**src/rtl/sum_frame_accumulator.sv**
```systemverilog
// Frame accumulator for the 32-bit sum stream: collects FRAME_LEN words (or fewer on flush)
// and holds a saturating total, unsigned maximum and word count until the consumer accepts.
module sum_frame_accumulator #(
  parameter int unsigned FRAME_LEN = 8,
  parameter int unsigned ACC_W     = 40
) (
  input  logic             clk,
  input  logic             rst_n,
  input  logic             in_valid,
  output logic             in_ready,
  input  logic [31:0]      in_sum,
  input  logic             flush,
  output logic             out_valid,
  input  logic             out_ready,
  output logic [ACC_W-1:0] out_total,
  output logic [31:0]      out_max,
  output logic [7:0]       out_count,
  output logic             out_sat
);

  localparam logic [7:0]       LastCount = 8'(FRAME_LEN);
  localparam logic [ACC_W-1:0] TotalMax  = '1;

  typedef enum logic [1:0] {StIdle, StAcc, StHold} state_e;

  state_e           state_q, state_d;
  logic             ready_q;
  logic [7:0]       count_q, count_d;
  logic [ACC_W-1:0] total_q, total_d;
  logic [31:0]      max_q, max_d;
  logic             sat_q, sat_d;

  logic [ACC_W-1:0] res_total_q;
  logic [31:0]      res_max_q;
  logic [7:0]       res_count_q;
  logic             res_sat_q;

  logic             accept;
  logic             load_res;
  logic [ACC_W:0]   in_ext;
  logic [ACC_W:0]   sum_ext;

  assign accept = in_valid & ready_q;

  always_comb begin
    state_d = state_q;
    count_d = count_q;
    total_d = total_q;
    max_d   = max_q;
    sat_d   = sat_q;
    in_ext  = '0;
    in_ext[31:0] = in_sum;
    // One extra bit catches the carry that signals saturation.
    sum_ext = {1'b0, total_q} + in_ext;

    case (state_q)
      StIdle: begin
        if (accept) begin
          count_d = 8'd1;
          total_d = in_ext[ACC_W-1:0];
          max_d   = in_sum;
          sat_d   = 1'b0;
          state_d = (FRAME_LEN == 1) ? StHold : StAcc;
        end
      end
      StAcc: begin
        if (accept) begin
          count_d = count_q + 8'd1;
          if (sum_ext[ACC_W]) begin
            total_d = TotalMax;
            sat_d   = 1'b1;
          end else begin
            total_d = sum_ext[ACC_W-1:0];
          end
          max_d = (in_sum > max_q) ? in_sum : max_q;
          if ((count_d == LastCount) || flush) state_d = StHold;
        end else if (flush) begin
          state_d = StHold;
        end
      end
      StHold: begin
        if (out_ready) begin
          count_d = '0;
          total_d = '0;
          max_d   = '0;
          sat_d   = 1'b0;
          state_d = StIdle;
        end
      end
      default: state_d = StIdle;
    endcase
  end

  // Results are captured on HOLD entry so they survive the accumulator clear.
  assign load_res = (state_d == StHold) && (state_q != StHold);

  always_ff @(posedge clk or negedge rst_n) begin
    if (!rst_n) begin
      state_q     <= StIdle;
      ready_q     <= 1'b0;
      count_q     <= '0;
      total_q     <= '0;
      max_q       <= '0;
      sat_q       <= 1'b0;
      res_total_q <= '0;
      res_max_q   <= '0;
      res_count_q <= '0;
      res_sat_q   <= 1'b0;
    end else begin
      state_q <= state_d;
      ready_q <= (state_d != StHold);
      count_q <= count_d;
      total_q <= total_d;
      max_q   <= max_d;
      sat_q   <= sat_d;
      if (load_res) begin
        res_total_q <= total_d;
        res_max_q   <= max_d;
        res_count_q <= count_d;
        res_sat_q   <= sat_d;
      end
    end
  end

  assign in_ready  = ready_q;
  assign out_valid = (state_q == StHold);
  assign out_total = res_total_q;
  assign out_max   = res_max_q;
  assign out_count = res_count_q;
  assign out_sat   = res_sat_q;

endmodule

```
**config.mk**
```make
export PLATFORM = sky130hd
export DESIGN_NAME = sum_frame_accumulator
export DESIGN_NICKNAME = d
export VERILOG_FILES = /design/src/rtl/sum_frame_accumulator.sv
export SDC_FILE = /design/constraint.sdc
export NUM_CORES = 1
export LEC_CHECK = 0
export ABC_CLOCK_PERIOD_IN_PS = 3300
export BUFFER_PORTS_ARGS = -buffer_cell sky130_fd_sc_hd__buf_2
export CORE_AREA = 2 2 158 160
export DETAILED_ROUTE_END_ITERATION = 10
export DIE_AREA = 0 0 160 162
export PLACE_DENSITY_LB_ADDON = 0.1
export SLEW_MARGIN = 20
export SYNTH_ARGS = -nofsm -noshare
export SYNTH_HDL_FRONTEND = slang
export SYNTH_SLANG_ARGS = --single-unit
```
**constraint.sdc**
```tcl
create_clock -name clk -period 3.3 [get_ports clk]
set_clock_uncertainty 0.15 [all_clocks]
set_input_delay 0.66 -clock clk [delete_from_list [all_inputs] [get_ports clk]]
set_output_delay 0.66 -clock clk [all_outputs]
set_load 0.01 [all_outputs]
```
Word level (Yosys, flattened, before mapping)
Index checks and enable logic that the tools add are counted.
Storage, ports and cells
  bits of input ports: 37
  word-level logic and storage cells: 48
  bits in registers: 165
Operators by class
  $lt $le $gt $ge: 1
  add/subtract/negate cells: 2
  reduce and logical (&&, ||, !) cells: 3
  equal/unequal tests: 6
  muxes and demuxes: 25
  bitwise logic cells: 1
Operator list (number)
  two-way mux 40 bit: 4
  two-way mux 32 bit: 4
  case mux 40 bit (3 select lines): 1
  case mux 32 bit (3 select lines): 1
  adder 40 x 32 -> 41 bit: 1
  > comparator 32 bit: 1
  two-way mux 8 bit: 3
  case mux 8 bit (3 select lines): 1
  two-way mux 2 bit: 5
  adder 8 x 1 -> 8 bit, second input constant: 1
  == test 8 x 4 -> 1 bit, second input constant: 1
  case mux 2 bit (3 select lines): 1
  == test 2 bit, second input constant: 2
  two-way mux 1 bit: 4
  inequality test 2 bit, second input constant: 2
  case mux 1 bit (3 select lines): 1
  == test 2 x 1 -> 1 bit, second input constant: 1
  zero test 2 bit: 1
  bitwise AND 1 bit: 1
  logical AND 1 bit: 1
  logical OR 1 bit: 1

Depth between registers and ports, before layout
Gate-level depths: netlist (run 1).
  depth in word-level cells: 8
  mapped depth: 12
  depth with buffers taken out: 10

Worst setup path before layout (run 1)
Ideal clock, no wire load.
  path kind: input -> register
  start point: input in_sum[0]
  end point: register total_q[24]
  path slack: -28 ps
  path buffers: 2
  data arrival time: 3059 ps
  setup time: 119 ps
  cell stages on the path: 11
  required time: 3031 ps
  cell sequence: ha_1 -> fa_1 -> a211oi_1 -> o211ai_1 -> a21oi_2 -> o22ai_1 -> a211o_1 -> buf_2 -> buf_6 -> o32a_1 -> o21a_1
On the way
  longest elaborated chain between the ends: 4
RTL lines
  start: declaration: RTL line 11  | input logic [31:0] in_sum,
  adder 40 x 32 -> 41 bit: RTL line 54  | sum_ext = {1'b0, total_q} + in_ext;
  two-way mux 40 bit: RTL line 69  | if (sum_ext[ACC_W]) begin
  two-way mux 40 bit: RTL line 67  | if (accept) begin
  case mux 40 bit (3 select lines): RTL line 56  | case (state_q)
  via total_d[24]: RTL line 29  | logic [ACC_W-1:0] total_q, total_d;
  end signal: assignment: RTL line 113  | total_q <= total_d;
  end: declaration: RTL line 29
The timed path passes the listed nets, and every way through them passes these cells.
A chain may end at the register's enable or synchronous reset.

Worst setup path after layout (run 1)
  start point: register total_q[0]
  end point: register total_q[34]
On the way
  longest elaborated chain between the ends: 4
RTL lines (RTL line)
  adder 40 x 32 -> 41 bit: 54
  two-way mux 40 bit: 69
  two-way mux 40 bit: 67
  case mux 40 bit (3 select lines): 56
  via total_d[34]: 29
The timed path passes the listed nets, and every way through them passes these cells.

==> results of run 1 <==
-- sequential cells by signal, summed over array words and instances, names as in the netlist --
name	flops
state_q	2
in_ready	1
out_total	40
total_q	40
out_max	32
count_q	8
out_count	8
out_sat	1
sat_q	1
max_q	32
-- critical path: stages, from the launching register on --
cell and delay (ns):
dfrtp_1 0.38, ha_1 0.21, fa_2 0.25, a211oi_2 0.08, o211ai_1 0.42, a21oi_2 0.11, buf_4 0.17, o21ai_2 0.19
a21oi_1 0.10, buf_4 0.19, nand4b_1 0.23, buf_4 0.18, a21o_1 0.16, a22o_1 0.17
-- logic make-up after synthesis --
kind of cell | count (synthesis) | synth area share
adder cells (fa/ha/maj) | 67 | 0.07905
XOR/XNOR | 31 | 0.02537
multiplexers | 65 | 0.06291
flip-flops | 165 | 0.3859
AO/OA/AOI/OAI | 415 | 0.2388
buffers and inverters | 129 | 0.04993
AND/OR/NAND/NOR | 374 | 0.1581
-- placed cells by master, fill, tap and decap left out, drive strengths merged, types with 15 or more instances in the layout --
master / instances
a21o: 20
a21oi: 105
buf: 249
clkbuf: 17
dfrtp: 165
ha: 66
inv: 59
mux2i: 57
nand2: 173
nand3: 19
nand4: 19
nor2: 93
nor3: 20
o21ai: 153
o31ai: 18
xnor2: 15
xor2: 16
-- area by class of cell --
class,count,area (µm²)
fill,2344,11020
multi-input combinational,952,6080
sequential,165,4129
timing repair buffer,249,1653
clock buffer,17,425.4
tap,324,405.4
inverter,53,198.9
clock inverter,14,191.4
-- metal layers --
| layer | vias to the layer above | share of wire | GRT usage |
|---|---|---|---|
| met1 | 4775 | 0.48 | 0.3711 |
| li1 | 4897 | - | - |
| met5 | - | 0 | 0 |
| met4 | 0 | 0.018 | 0.07125 |
| met3 | 37 | 0.052 | 0.04367 |
| met2 | 273 | 0.45 | 0.4160 |
-- power by group through the flow --
stage	logic, mW	clock network [mW]	registers (mW)
after CTS	7.13	2.21	3.48
after floorplan	4.42	0	3.55
final	7.13	2.17	3.48
after global routing	7.91	2.31	3.59
after global placement	7.04	0	3.49
after detailed placement	7.10	0	3.51
-- through the flow --
step / utilization / cells
2_1_floorplan: - / 1246
3_3_place_gp: 0.5171 / 1743
3_5_place_dp: 0.5171 / 1743
4_1_cts: 0.5427 / 1774
5_1_grt: 0.5427 / 1774
6_report: 0.5427 / 1774
-- repair_timing --
action,CTS,global route
endpoints found under the hold margin,0,0
hold buffers,0,0
setup endpoints to repair,0,3
-- final timing paths --
check	start	end	cells past startpoint
min in group clk	out_sat$_DFFE_PN0P_	out_sat$_DFFE_PN0P_	2
worst max register to register	total_q[0]$_DFF_PN0_	total_q[34]$_DFF_PN0_	13
worst min register to register	out_sat$_DFFE_PN0P_	out_sat$_DFFE_PN0P_	2
worst max-delay path	total_q[0]$_DFF_PN0_	total_q[34]$_DFF_PN0_	13
worst min-delay path	rst_n	out_max[10]$_DFFE_PN0P_	1
max in group asynchronous	rst_n	total_q[34]$_DFF_PN0_	2
==> impl_metrics.ini, run 1 <==
[status]
status = complete, no violations

[cells_and_area]
final_area_um2 = 13080
syn_to_final_growth_pct = 22.26
drive_gt1_frac = 0.2131
insertedDiodeCount = 0
final_nets = 1542

[setup_path]
timing.reg2reg.setup_slack_ns = 0.19
worstPathRequired_ns = 3.47
crit_type = reg -> reg
cp_max_fo = 5
critPathCaptureType = flip-flop
critPathArrivalTime_ns = 3.28
cp-start-kind = flip-flop

[cts]
post_cts_buffers = 0
h-tree-depth = 4
clk-insertion-delay-late_ns = 0.45
cts-root-buf = clkbuf_16
cts.sinks = 165
tritoncts = built
path_clk_slew_ns = 0.07
cts-resized-gates = 0
cts.path.max_buffers = 2
cts_made_buffers = 17

[sta]
maxSlewViolCount = 0
finalSetupViolations = 0
final-hold-violation-count = 0
fmax_ghz = 0.3219
min_period_over_period = 0.9415
fin_setup_tns_ns = 0
holdWs_ns = 0.03217
slew-limit-headroom = 0.4317
fin_crit_ns = 3.107
worst_slew_pin_slew_ns = 0.8493
rsz0062_at_grt = false
setup_ws_ns = 0.1932

[floorplan]
floorplan.rows = 57
die_w_um = 160
dieArea_um2 = 25920
die_h_um = 162
core-area_um2 = 24110
start_util = 0.4439
ioPinCount = 120

[power]
p_total_mw = 12.79
p_per_area_nw_per_um2 = 977.6
irDropWorstVdd_mv = 0.3555
p_leak_nw = 6.246
p_int_mw = 7.071
netSwitchingPower_mw = 5.718
seqPwrFrac = 0.272
switching_share = 0.4471
clockPowerShare = 0.170
pwr-share-comb = 0.558

[global_routing]
grt.overflow.total = 0
grt_max_degree = 58
antenna_found_initial = 0
grt_pass1_vias = 9644
grt_pass1_wl_um = 53250
grt.total_usage = 0.2616

[synthesis]
synthTopCellsByArea = dfrtp_1, ha_1, o21ai_0, nand2_1, mux2i_1
netlist_instances = 1246
yosys_warnings = 0
synth-edff-count = 0
synth_area_um2 = 10700
ys_seq_area_frac = 0.3859
synth_ff_type = dfrtp_1
async_flop_share = 1.000
ys_ff_latch = 165
synth.avg_cell_area_um2 = 8.588
synth.most_common_cell = nand2_1
synth_top_area_frac = 0.3859
synthTopCellsByCount = nand2_1, dfrtp_1, o21ai_0, a21oi_1, nor2_1
synth_cell_types = 73
postSynthNetCount = 1350
synth_top_cell_by_area = dfrtp_1

[drt]
drc_errors = 0
drtPass1Iterations = 5
routed_via_density = 5.627
post_drt_wl_per_cell_um = 18.75
vias = 9982
postRouteAntennaNets = 0
drtIter0Drc = 729
routed_wl_um = 33270

[placement]
dp_slack_ns = -0.2287
numPortBuffers = 119
dp_hpwl_um = 24950
gp_congestion = 0.9271
placed_area_um2 = 12470

[job]
maxCapViolations = 0

[min_path]
hold_path_class = in -> async
No activity file was read; power rests on OpenSTA's default activity.
==> run 2, diff against run 1 <==
Settings changed: PLACE_DENSITY_LB_ADDON 0.1 to unset.
==> run 2 against run 1 <==
  * Sequential power barely moved
  * Sequential cell count unchanged
  * Largest power group unchanged
  * Critical endpoint is now out_total[15]$_DFFE_PN0P_
  * Global-route usage decreased by 0.40 points
==> impl_metrics.ini, run 2 (synthesis results as in run 1) <==
[sta]
fin_setup_tns_ns = 0
finalSetupViolations = 0
worst_slew_pin_slew_ns = 0.8562
rsz0062_at_grt = false
fmax_ghz = 0.3191
fin_crit_ns = 3.133
final-hold-violation-count = 0
maxSlewViolCount = 0
min_period_over_period = 0.9495
slew-limit-headroom = 0.4292

[cells_and_area]
fin_cells = 1776
n_fill_cell = 2305
final_nets = 1543
syn_to_final_growth_pct = 22.88
insertedDiodeCount = 0
drive_gt1_frac = 0.2142
layout_commonest_cell = nand2_1
layout_common_cells = nand2_1, dfrtp_1, o21ai_0

[global_routing]
antenna_found_initial = 0
grt.total_usage = 0.2577
grt_pass1_wl_um = 52590
grt_max_degree = 61
grt_pass1_vias = 9552
grt.overflow.total = 0

[cts]
cts-root-buf = clkbuf_16
path_clk_slew_ns = 0.07
cts.sinks = 165
tritoncts = built
holdBufCountCts = 0
cts.path.max_buffers = 2
cts_made_buffers = 17
clk-insertion-delay-late_ns = 0.43
h-tree-depth = 4

[placement]
gp_congestion = 0.9260
post-place-cells = 1744
dp_hpwl_um = 24570
numPortBuffers = 119

[floorplan]
dieArea_um2 = 25920
floorplan.rows = 57
start_util = 0.4439
die_w_um = 160
ioPinCount = 120
die_h_um = 162
core-area_um2 = 24110

[drt]
vias = 10080
routed_via_density = 5.674
drtPass1Iterations = 5
routed_wl_um = 33180
post_drt_wl_per_cell_um = 18.68
drtIter0Drc = 738
drc_errors = 0
postRouteAntennaNets = 0

[setup_path]
cp_max_fo = 33
worstReg2RegStart = total_q[0]$_DFF_PN0_
r2r_end = out_total[15]$_DFFE_PN0P_
crit_type = reg -> reg
cp-start-kind = flip-flop
critPathArrivalTime_ns = 3.30
rr_worst_depth = 11
worstPathRequired_ns = 3.47
critPathCaptureType = flip-flop
timing.reg2reg.setup_slack_ns = 0.17

[job]
maxCapViolations = 0

[power]
p_per_area_nw_per_um2 = 969.7
irDropWorstVdd_mv = 0.3944
p_total_mw = 12.75
p_leak_nw = 6.275

[min_path]
hold_path_class = in -> async

[status]
status = complete, no violations
[run 2: changes by cell type in the layout (fill, tap and decap cells not counted)]
cell / previous run / this run
inv_6: 3 / 6
o31ai_1: 18 / 17
clkbuf_1: 0 / 1
buf_12: 6 / 12
o31ai_2: 0 / 1
bufinv_16: 3 / 2
clkinvlp_4: 1 / 0
clkinv_4: 2 / 3
buf_4: 124 / 119
inv_8: 4 / 2
[run 2: per-layer routing]
| layer | global-route usage | share of wire |
|---|---|---|
| met3 | 0.03677 | 0.050 |
| met5 | 0 | 0 |
| met2 | 0.4002 | 0.45 |
| met1 | 0.3779 | 0.48 |
| met4 | 0.06921 | 0.017 |
[run 2: where the power goes]
part	switching (mW)	internal, mW
clock network	0.943	1.15
logic	4.14	3.03
registers	0.638	2.85
[run 2: through the flow]
stage	instance area, µm²	setup slack, ns	utilization	hold slack [ns]
3_5_place_dp	12550	-0.2321	0.5206	0.3071
2_1_floorplan	10710	0.03706	-	0.2144
3_3_place_gp	12550	-0.1846	0.5206	0.3059
5_1_grt	13150	0.007903	0.5455	0.07959
6_report	13150	0.1666	0.5455	0.04680
4_1_cts	13140	0.1685	0.5453	0.05891
[run 2: worst max-delay path, cell delays in order, from the launching register on]
cell      delay [ns]
dfrtp_1         0.40
ha_1            0.23
fa_2            0.38
a211oi_2        0.26
o211ai_1        0.23
a21oi_2         0.27
o22ai_1         0.09
a211o_1         0.32
buf_12          0.19
o32a_1          0.37
nand2_1         0.07
nand2_1         0.05
[run 2: repair_timing]
action / in CTS / in global routing
resized for setup: 0 / 1
setup endpoints to repair: 0 / 5
buffers inserted: 0 / 0
[run 2: worst max path at each step]
stage / slack (ns) / depth (start not counted) / start / end
5_1_grt: 0.008 / 13 / total_q[0]$_DFF_PN0_ / out_total[39]$_DFFE_PN0P_
3_5_place_dp: -0.23 / 11 / in_sum[0] / out_total[26]$_DFFE_PN0P_
6_report: 0.17 / 11 / total_q[0]$_DFF_PN0_ / out_total[15]$_DFFE_PN0P_
4_1_cts: 0.17 / 11 / total_q[0]$_DFF_PN0_ / out_total[15]$_DFFE_PN0P_
3_3_place_gp: -0.18 / 12 / in_sum[25] / out_max[4]$_DFFE_PN0P_
2_1_floorplan: 0.04 / 11 / in_sum[0] / total_q[24]$_DFF_PN0_
[run 2: cell type report]
| type | instances | area (µm²) | share of cell area |
|---|---|---|---|
| Clock inverter | 14 | 166.4 | 0.01266 |
| Sequential cell | 165 | 4129 | 0.3140 |
| Inverter | 53 | 198.9 | 0.01513 |
| Multi-Input combinational cell | 952 | 6085 | 0.4627 |
| Clock buffer | 18 | 429.2 | 0.03264 |
| Timing Repair Buffer | 250 | 1735 | 0.1320 |
| Tap cell | 324 | 405.4 | 0.03083 |
